`src/rtl/mem_arb_pkg.sv`:
```
// Shared types and constants for the unified memory port arbiter.
// Holds the FSM state encoding, the grant encoding (which requester owns the
// current access) and the width of the wait-cycle down-counter.
package mem_arb_pkg;

   // Arbiter FSM states: waiting, driving the memory port, reporting completion
   typedef enum logic [1:0] {
      ST_IDLE,
      ST_ACCESS,
      ST_DONE
   } state_t;

   // Owner of the access currently in flight
   typedef enum logic {
      GNT_IF,
      GNT_DM
   } grant_t;

   // Wait-cycle counter width; covers WAIT_CYCLES values 0..15
   localparam int CNT_W = 4;

endpackage

```
`src/rtl/mem_wait_counter.sv`:
```
// Loadable down-counter that times the memory access window.
// It is loaded with the number of extra wait cycles when an access starts and
// counts down while the port is busy; the zero flag marks the final cycle.
module mem_wait_counter
   import mem_arb_pkg::*;
(
   input  logic             clk,
   input  logic             rst_n,
   input  logic             i_load,
   input  logic [CNT_W-1:0] i_loadValue,
   input  logic             i_dec,
   output logic [CNT_W-1:0] o_count,
   output logic             o_zero
);

   logic [CNT_W-1:0] r_count;

   // Load takes precedence over decrement, and the count saturates at zero
   // so it can never wrap around.
   always_ff @(posedge clk or negedge rst_n) begin
      if (!rst_n) begin
         r_count <= '0;
      end else if (i_load) begin
         r_count <= i_loadValue;
      end else if (i_dec && (r_count != '0)) begin
         r_count <= r_count - CNT_W'(1);
      end
   end

   assign o_count = r_count;
   assign o_zero  = (r_count == '0);

endmodule

```
`src/rtl/mem_port_arbiter.sv`:
```
// Shares the single memory port between instruction fetch and load/store.
// A winner is chosen in IDLE and its request is latched. The port is then
// driven for WAIT_CYCLES+1 cycles, and a one-cycle done pulse follows.
// Read data is captured into the winner's rdata register in the last access
// cycle, together with the MDR load strobe.
// Optional feature: define MEM_ARB_RR_EN for round-robin arbitration on
// conflicts. With it undefined, dm always beats if.
module mem_port_arbiter
   import mem_arb_pkg::*;
#(
   parameter int ADDR_W      = 32,
   parameter int DATA_W      = 32,
   parameter int WAIT_CYCLES = 2
) (
   input  logic              clk,
   input  logic              rst_n,
   input  logic              if_req,
   input  logic [ADDR_W-1:0] if_addr,
   output logic              if_done,
   output logic [DATA_W-1:0] if_rdata,
   input  logic              dm_req,
   input  logic              dm_we,
   input  logic [ADDR_W-1:0] dm_addr,
   input  logic [DATA_W-1:0] dm_wdata,
   output logic              dm_done,
   output logic [DATA_W-1:0] dm_rdata,
   output logic              mem_en,
   output logic              mem_we,
   output logic [ADDR_W-1:0] mem_addr,
   output logic [DATA_W-1:0] mem_wdata,
   input  logic [DATA_W-1:0] mem_rdata,
   output logic              mdr_load,
   output logic              busy
);

   state_t            r_state;
   state_t            w_nextState;
   grant_t            r_grant;
   grant_t            w_winner;
   logic              w_start;
   logic              w_inAccess;
   logic              w_mdrLoad;
   logic [ADDR_W-1:0] r_addr;
   logic              r_we;
   logic [DATA_W-1:0] r_wdata;
   logic [DATA_W-1:0] r_ifRdata;
   logic [DATA_W-1:0] r_dmRdata;
   logic [CNT_W-1:0]  w_count;
   logic              w_zero;

`ifdef MEM_ARB_RR_EN
   grant_t            r_lastGrant;

   // Remember who won the most recent conflict. Starting at dm means the
   // first conflict goes to if. Lone requests leave this untouched, so
   // grants alternate strictly from one conflict to the next.
   always_ff @(posedge clk or negedge rst_n) begin
      if (!rst_n) begin
         r_lastGrant <= GNT_DM;
      end else if (w_start && if_req && dm_req) begin
         r_lastGrant <= w_winner;
      end
   end
`endif

   // Pick the requester to serve. A lone request always wins. On a conflict,
   // dm wins, unless round-robin is enabled, in which case the loser of the
   // previous conflict wins.
   always_comb begin
      w_winner = GNT_IF;
      if (if_req && dm_req) begin
`ifdef MEM_ARB_RR_EN
         if (r_lastGrant == GNT_DM) begin
            w_winner = GNT_IF;
         end else begin
            w_winner = GNT_DM;
         end
`else
         w_winner = GNT_DM;
`endif
      end else if (dm_req) begin
         w_winner = GNT_DM;
      end
   end

   // State register for the access sequencer
   always_ff @(posedge clk or negedge rst_n) begin
      if (!rst_n) begin
         r_state <= ST_IDLE;
      end else begin
         r_state <= w_nextState;
      end
   end

   // Next-state logic. The counter reaching zero inside ACCESS marks the
   // final memory cycle. DONE always returns to IDLE, so back-to-back
   // requests see one idle cycle.
   always_comb begin
      w_nextState = r_state;
      w_start     = 1'b0;
      case (r_state)
         ST_IDLE: begin
            if (if_req || dm_req) begin
               w_nextState = ST_ACCESS;
               w_start     = 1'b1;
            end
         end
         ST_ACCESS: begin
            if (w_zero) begin
               w_nextState = ST_DONE;
            end
         end
         ST_DONE: begin
            w_nextState = ST_IDLE;
         end
         default: begin
            w_nextState = ST_IDLE;
         end
      endcase
   end

   assign w_inAccess = (r_state == ST_ACCESS);
   assign w_mdrLoad  = w_inAccess && w_zero && !r_we;

   mem_wait_counter u_waitCounter (
      .clk         (clk),
      .rst_n       (rst_n),
      .i_load      (w_start),
      .i_loadValue (CNT_W'(WAIT_CYCLES)),
      .i_dec       (w_inAccess),
      .o_count     (w_count),
      .o_zero      (w_zero)
   );

   // Latch the winner's request when the access starts. Requester inputs
   // are ignored after this point. A fetch leaves the store data alone, so
   // mem_wdata keeps showing the last store.
   always_ff @(posedge clk or negedge rst_n) begin
      if (!rst_n) begin
         r_grant <= GNT_IF;
         r_addr  <= '0;
         r_we    <= 1'b0;
         r_wdata <= '0;
      end else if (w_start) begin
         r_grant <= w_winner;
         if (w_winner == GNT_DM) begin
            r_addr  <= dm_addr;
            r_we    <= dm_we;
            r_wdata <= dm_wdata;
         end else begin
            r_addr  <= if_addr;
            r_we    <= 1'b0;
         end
      end
   end

   // Capture returned read data into the owner's rdata register in the last
   // access cycle. Each register holds its value until that requester's next
   // read completes.
   always_ff @(posedge clk or negedge rst_n) begin
      if (!rst_n) begin
         r_ifRdata <= '0;
         r_dmRdata <= '0;
      end else if (w_mdrLoad) begin
         if (r_grant == GNT_IF) begin
            r_ifRdata <= mem_rdata;
         end else begin
            r_dmRdata <= mem_rdata;
         end
      end
   end

   assign mem_en    = w_inAccess;
   assign mem_we    = w_inAccess && r_we;
   assign mem_addr  = r_addr;
   assign mem_wdata = r_wdata;
   assign mdr_load  = w_mdrLoad;
   assign busy      = (r_state != ST_IDLE);
   assign if_done   = (r_state == ST_DONE) && (r_grant == GNT_IF);
   assign dm_done   = (r_state == ST_DONE) && (r_grant == GNT_DM);
   assign if_rdata  = r_ifRdata;
   assign dm_rdata  = r_dmRdata;

   logic [CNT_W-1:0] w_countUnused;
   assign w_countUnused = w_count;

endmodule

```
`config.mk`:
```
export PLATFORM = sky130hd
export DESIGN_NAME = mem_port_arbiter
export DESIGN_NICKNAME = d
export VERILOG_FILES = /design/src/rtl/mem_arb_pkg.sv /design/src/rtl/mem_wait_counter.sv /design/src/rtl/mem_port_arbiter.sv
export SDC_FILE = /design/constraint.sdc
export NUM_CORES = 1
export LEC_CHECK = 0
export CORE_UTILIZATION = 37
export DETAILED_ROUTE_END_ITERATION = 10
export GPL_ROUTABILITY_DRIVEN = 0
export PLACE_DENSITY = 0.76
export SYNTH_ARGS = -nofsm -noshare
export SYNTH_HDL_FRONTEND = slang
export SYNTH_SLANG_ARGS = --single-unit
```
`constraint.sdc`:
```
create_clock -name clk -period 2.2 [get_ports clk]
set_clock_uncertainty 0.05 [all_clocks]
set_input_delay 0.33 -clock clk [delete_from_list [all_inputs] [get_ports clk]]
set_output_delay 0.33 -clock clk [all_outputs]
set_load 0.05 [all_outputs]
```
==> results.json <==
{
  "hold_path.class": "in2async",
  "cts_sinks": 136,
  "syn_nets": 528,
  "drt_iter0_drc": 153,
  "p_int_mw": 9.12,
  "portBuffers": 266,
  "yosys_warnings": 0,
  "power_mw": 17.1,
  "clockPowerShare_pct": 16.0,
  "clk_pin_slew_worst_paths_ns": 0.06,
  "finalSetupViolCount": 1,
  "startpoint": "u_waitCounter.o_count[0]",
  "ys_seq_elements": 136,
  "crit_cells": 6,
  "crit_type": "reg2out",
  "cp_num_buf_inv": 3,
  "slew_viol_final": 0,
  "ff2ff_setup_slack_ns": 0.03,
  "nets": 816,
  "critical_path.endpoint": "mdr_load",
  "r2r_cells": 6,
  "antenna_found_initial": 0,
  "die_x_microns": 126,
  "crit_family": "simple AND/OR/NAND/NOR gates",
  "worstPathArrival_ns": 1.83,
  "violations": "DRC, setup timing",
  "rsz0062_at_grt": "true",
  "core_sq_mm": 0.0147,
  "wl_per_cell_microns": 17.5,
  "syn_inst": 393,
  "cts_made_buffers": 17,
  "period_share_pct": 101,
  "pwr-share-comb_pct": 57.6,
  "drive_gt1_share_pct": 24.6,
  "diodes": 0,
  "drc": 15,
  "slew_headroom_pct": 62.7,
  "pin_count": 267,
  "die_h_microns": 126,
  "clk_latency_ns": 0.41,
  "die-area_sq_mm": 0.0158,
  "dp_hpwl_microns": 11100,
  "reg2reg_to": "if_rdata[6]",
  "yosys.area.top_type_share_pct": 60.3,
  "grt_pass1_vias": 4597,
  "ys_types": 33,
  "finalCriticalPeriod_ns": 2.21,
  "grt_pass1_wl_microns": 24400,
  "r2r-start": "u_waitCounter.o_count[0]",
  "dr.pass1.iters": 10,
  "hold_viol": 0,
  "cpPeakStageDelay_ns": 0.39,
  "maxCapViolations": 0,
  "crit_slowest_cell": "dfrtp_1",
  "yosysSeqAreaShare_pct": 60.3,
  "clockRootBuffer": "clkbuf_16",
  "rows": 44,
  "htreeDepth": 4,
  "synth_area_per_cell_sq_um": 14.4,
  "power_density_mw_per_mm2": 1840,
  "areaGrowthSynthToFinish_pct": 64.4,
  "clk_path_buf_depth": 2,
  "vias": 4355,
  "status": "finished, violations left",
  "fin_ws_ns": -0.0144,
  "worst_pin_slew_ns": 0.558,
  "yosys-top-cells-area": "dfrtp_1 60%, mux2_2 13%, mux2_4 8.0%, o21ai_0 5.9%, mux2i_1 5.7%",
  "worstPathCellList": "inv_2 > ha_4 > or3b_4 > buf_6 > nor3_4 > buf_12",
  "routed_wl_microns": 15400,
  "drtAntennaViolNets": 0,
  "power.switching_mw": 7.98,
  "power.ir.vdd_worst_v": 0.00111,
  "tritoncts": "built",
  "pwr-share-seq_pct": 26.4,
  "pre_cts_ws_ns": -0.167,
  "end_kind": "output port",
  "grt_max_degree": 51,
  "required_ns": 1.82,
  "netlist_area_sq_mm": 0.00565,
  "start_kind": "flop",
  "clock.fmax_mhz": 452,
  "worstPathMaxFanout": 2,
  "netlist.top_cell.by_area": "dfrtp_1",
  "grt.total_usage_pct": 20.1,
  "initial_utilization_pct": 38.4,
  "p_leak_nw": 4.03,
  "overflow": 0,
  "via_per_inst": 4.96,
  "p_sw_share_pct": 46.7
}
==> cell usage in the layout, fill, tap and decap left out, types with 2 or more instances in the layout <==
master	instances
clkdlybuf4s50_1	258
dfrtp_1	136
o21ai_0	67
mux2_2	66
mux2i_1	32
mux2_4	30
buf_4	25
clkbuf_16	17
buf_12	6
clkinv_4	5
nor2_1	4
clkinvlp_4	4
nor3_1	3
nand3_1	3
inv_6	3
inv_2	2
inv_1	2
nor3b_1	2
and2_1	2
nand2_1	2
buf_6	2
==> synth_stat cells, drive strengths merged <==
cell / instances
a22o: 1
ha: 2
inv: 4
nand2: 2
nor2: 4
a21o: 1
clkbuf: 13
nand3: 3
and3: 1
nor3: 4
nand3b: 1
nand2b: 1
o21ai: 68
o211ai: 1
nor3b: 2
or3b: 1
nand4b: 1
dfrtp: 136
mux2: 96
o221ai: 1
buf: 12
and2: 2
or4: 1
a31o: 1
mux2i: 32
o31ai: 1
and3b: 1
==> cell families after synthesis <==
| logic type | synth area share (%) |
|---|---|
| buffers and inverters | 3.08 |
| flip-flops | 60.3 |
| AO/OA/AOI/OAI | 6.89 |
| multiplexers | 26.8 |
| adder cells (fa/ha/maj) | 0.443 |
| AND/OR/NAND/NOR | 2.50 |
==> timing repair <==
action / 4_1_cts / 5_1_grt
setup buffers: 5 / 3
hold buffers: 1 / 0
gates resized for setup: 8 / 0
pin swaps: 2 / 1
hold endpoints to repair: 46 / 0
gates cloned: 1 / 0
setup endpoints to repair: 33 / 13
==> worst min path at each step <==
| stage | to | start | depth (start not counted) | slack [ns] |
|---|---|---|---|---|
| final | if_rdata[15] | rst_n | 2 | 0.38 |
| after global routing | dm_rdata[25] | rst_n | 2 | 0.42 |
| after CTS | dm_rdata[12] | rst_n | 2 | 0.39 |
| after detailed placement | dm_rdata[12] | rst_n | 1 | 0.26 |
| after global placement | dm_rdata[12] | rst_n | 1 | 0.25 |
| after floorplan | dm_rdata[0] | rst_n | 0 | -0.02 |
==> cell type report <==
class	count	area (sq um)
repair buffers	294	2960
clock inverters	14	141
fillers	1143	5410
inverters	4	15.0
clock buffers	18	439
well taps	184	230
flip-flops and latches	136	3400
multi-input cells	228	2100
==> per-layer routing <==
metal,vias to the layer above,share of wire (%),track usage (%)
met5,-,0,0
met4,0,1.1,5.52
met3,18,7.7,7.57
met2,186,54,35.8
met1,2161,38,22.3
li1,1990,-,-
==> stage by stage <==
step	cells	setup TNS (ns)	cell area, sq um	hold slack [ns]	util, %
6_report	878	-0.0144	9290	0.382	63.2
5_1_grt	878	-0.0894	9290	0.420	63.2
4_1_cts	875	-0.0722	9260	0.385	63.0
3_5_place_dp	836	-5.00	8580	0.259	58.4
3_3_place_gp	836	-2.29	8580	0.252	58.4
2_1_floorplan	393	0	5650	-0.0156	-
==> power by group through the flow <==
stage	combinational, mW	clock [mW]	sequential (mW)
finish	9.85	2.74	4.52
detailed placement	9.73	0	4.53
floorplan	2.11	0	8.61
CTS	9.87	2.80	4.52
global route	10.2	2.92	4.68
global placement	9.57	0	4.45
==> flip-flops by register name (all words and copies together) (netlist names) <==
name / count
r_state: 2
mem_wdata: 32
mem_addr: 32
dm_rdata: 32
if_rdata: 32
r_grant: 1
r_we: 1
u_waitCounter.o_count: 4
No activity file was read; power rests on OpenSTA's default activity.
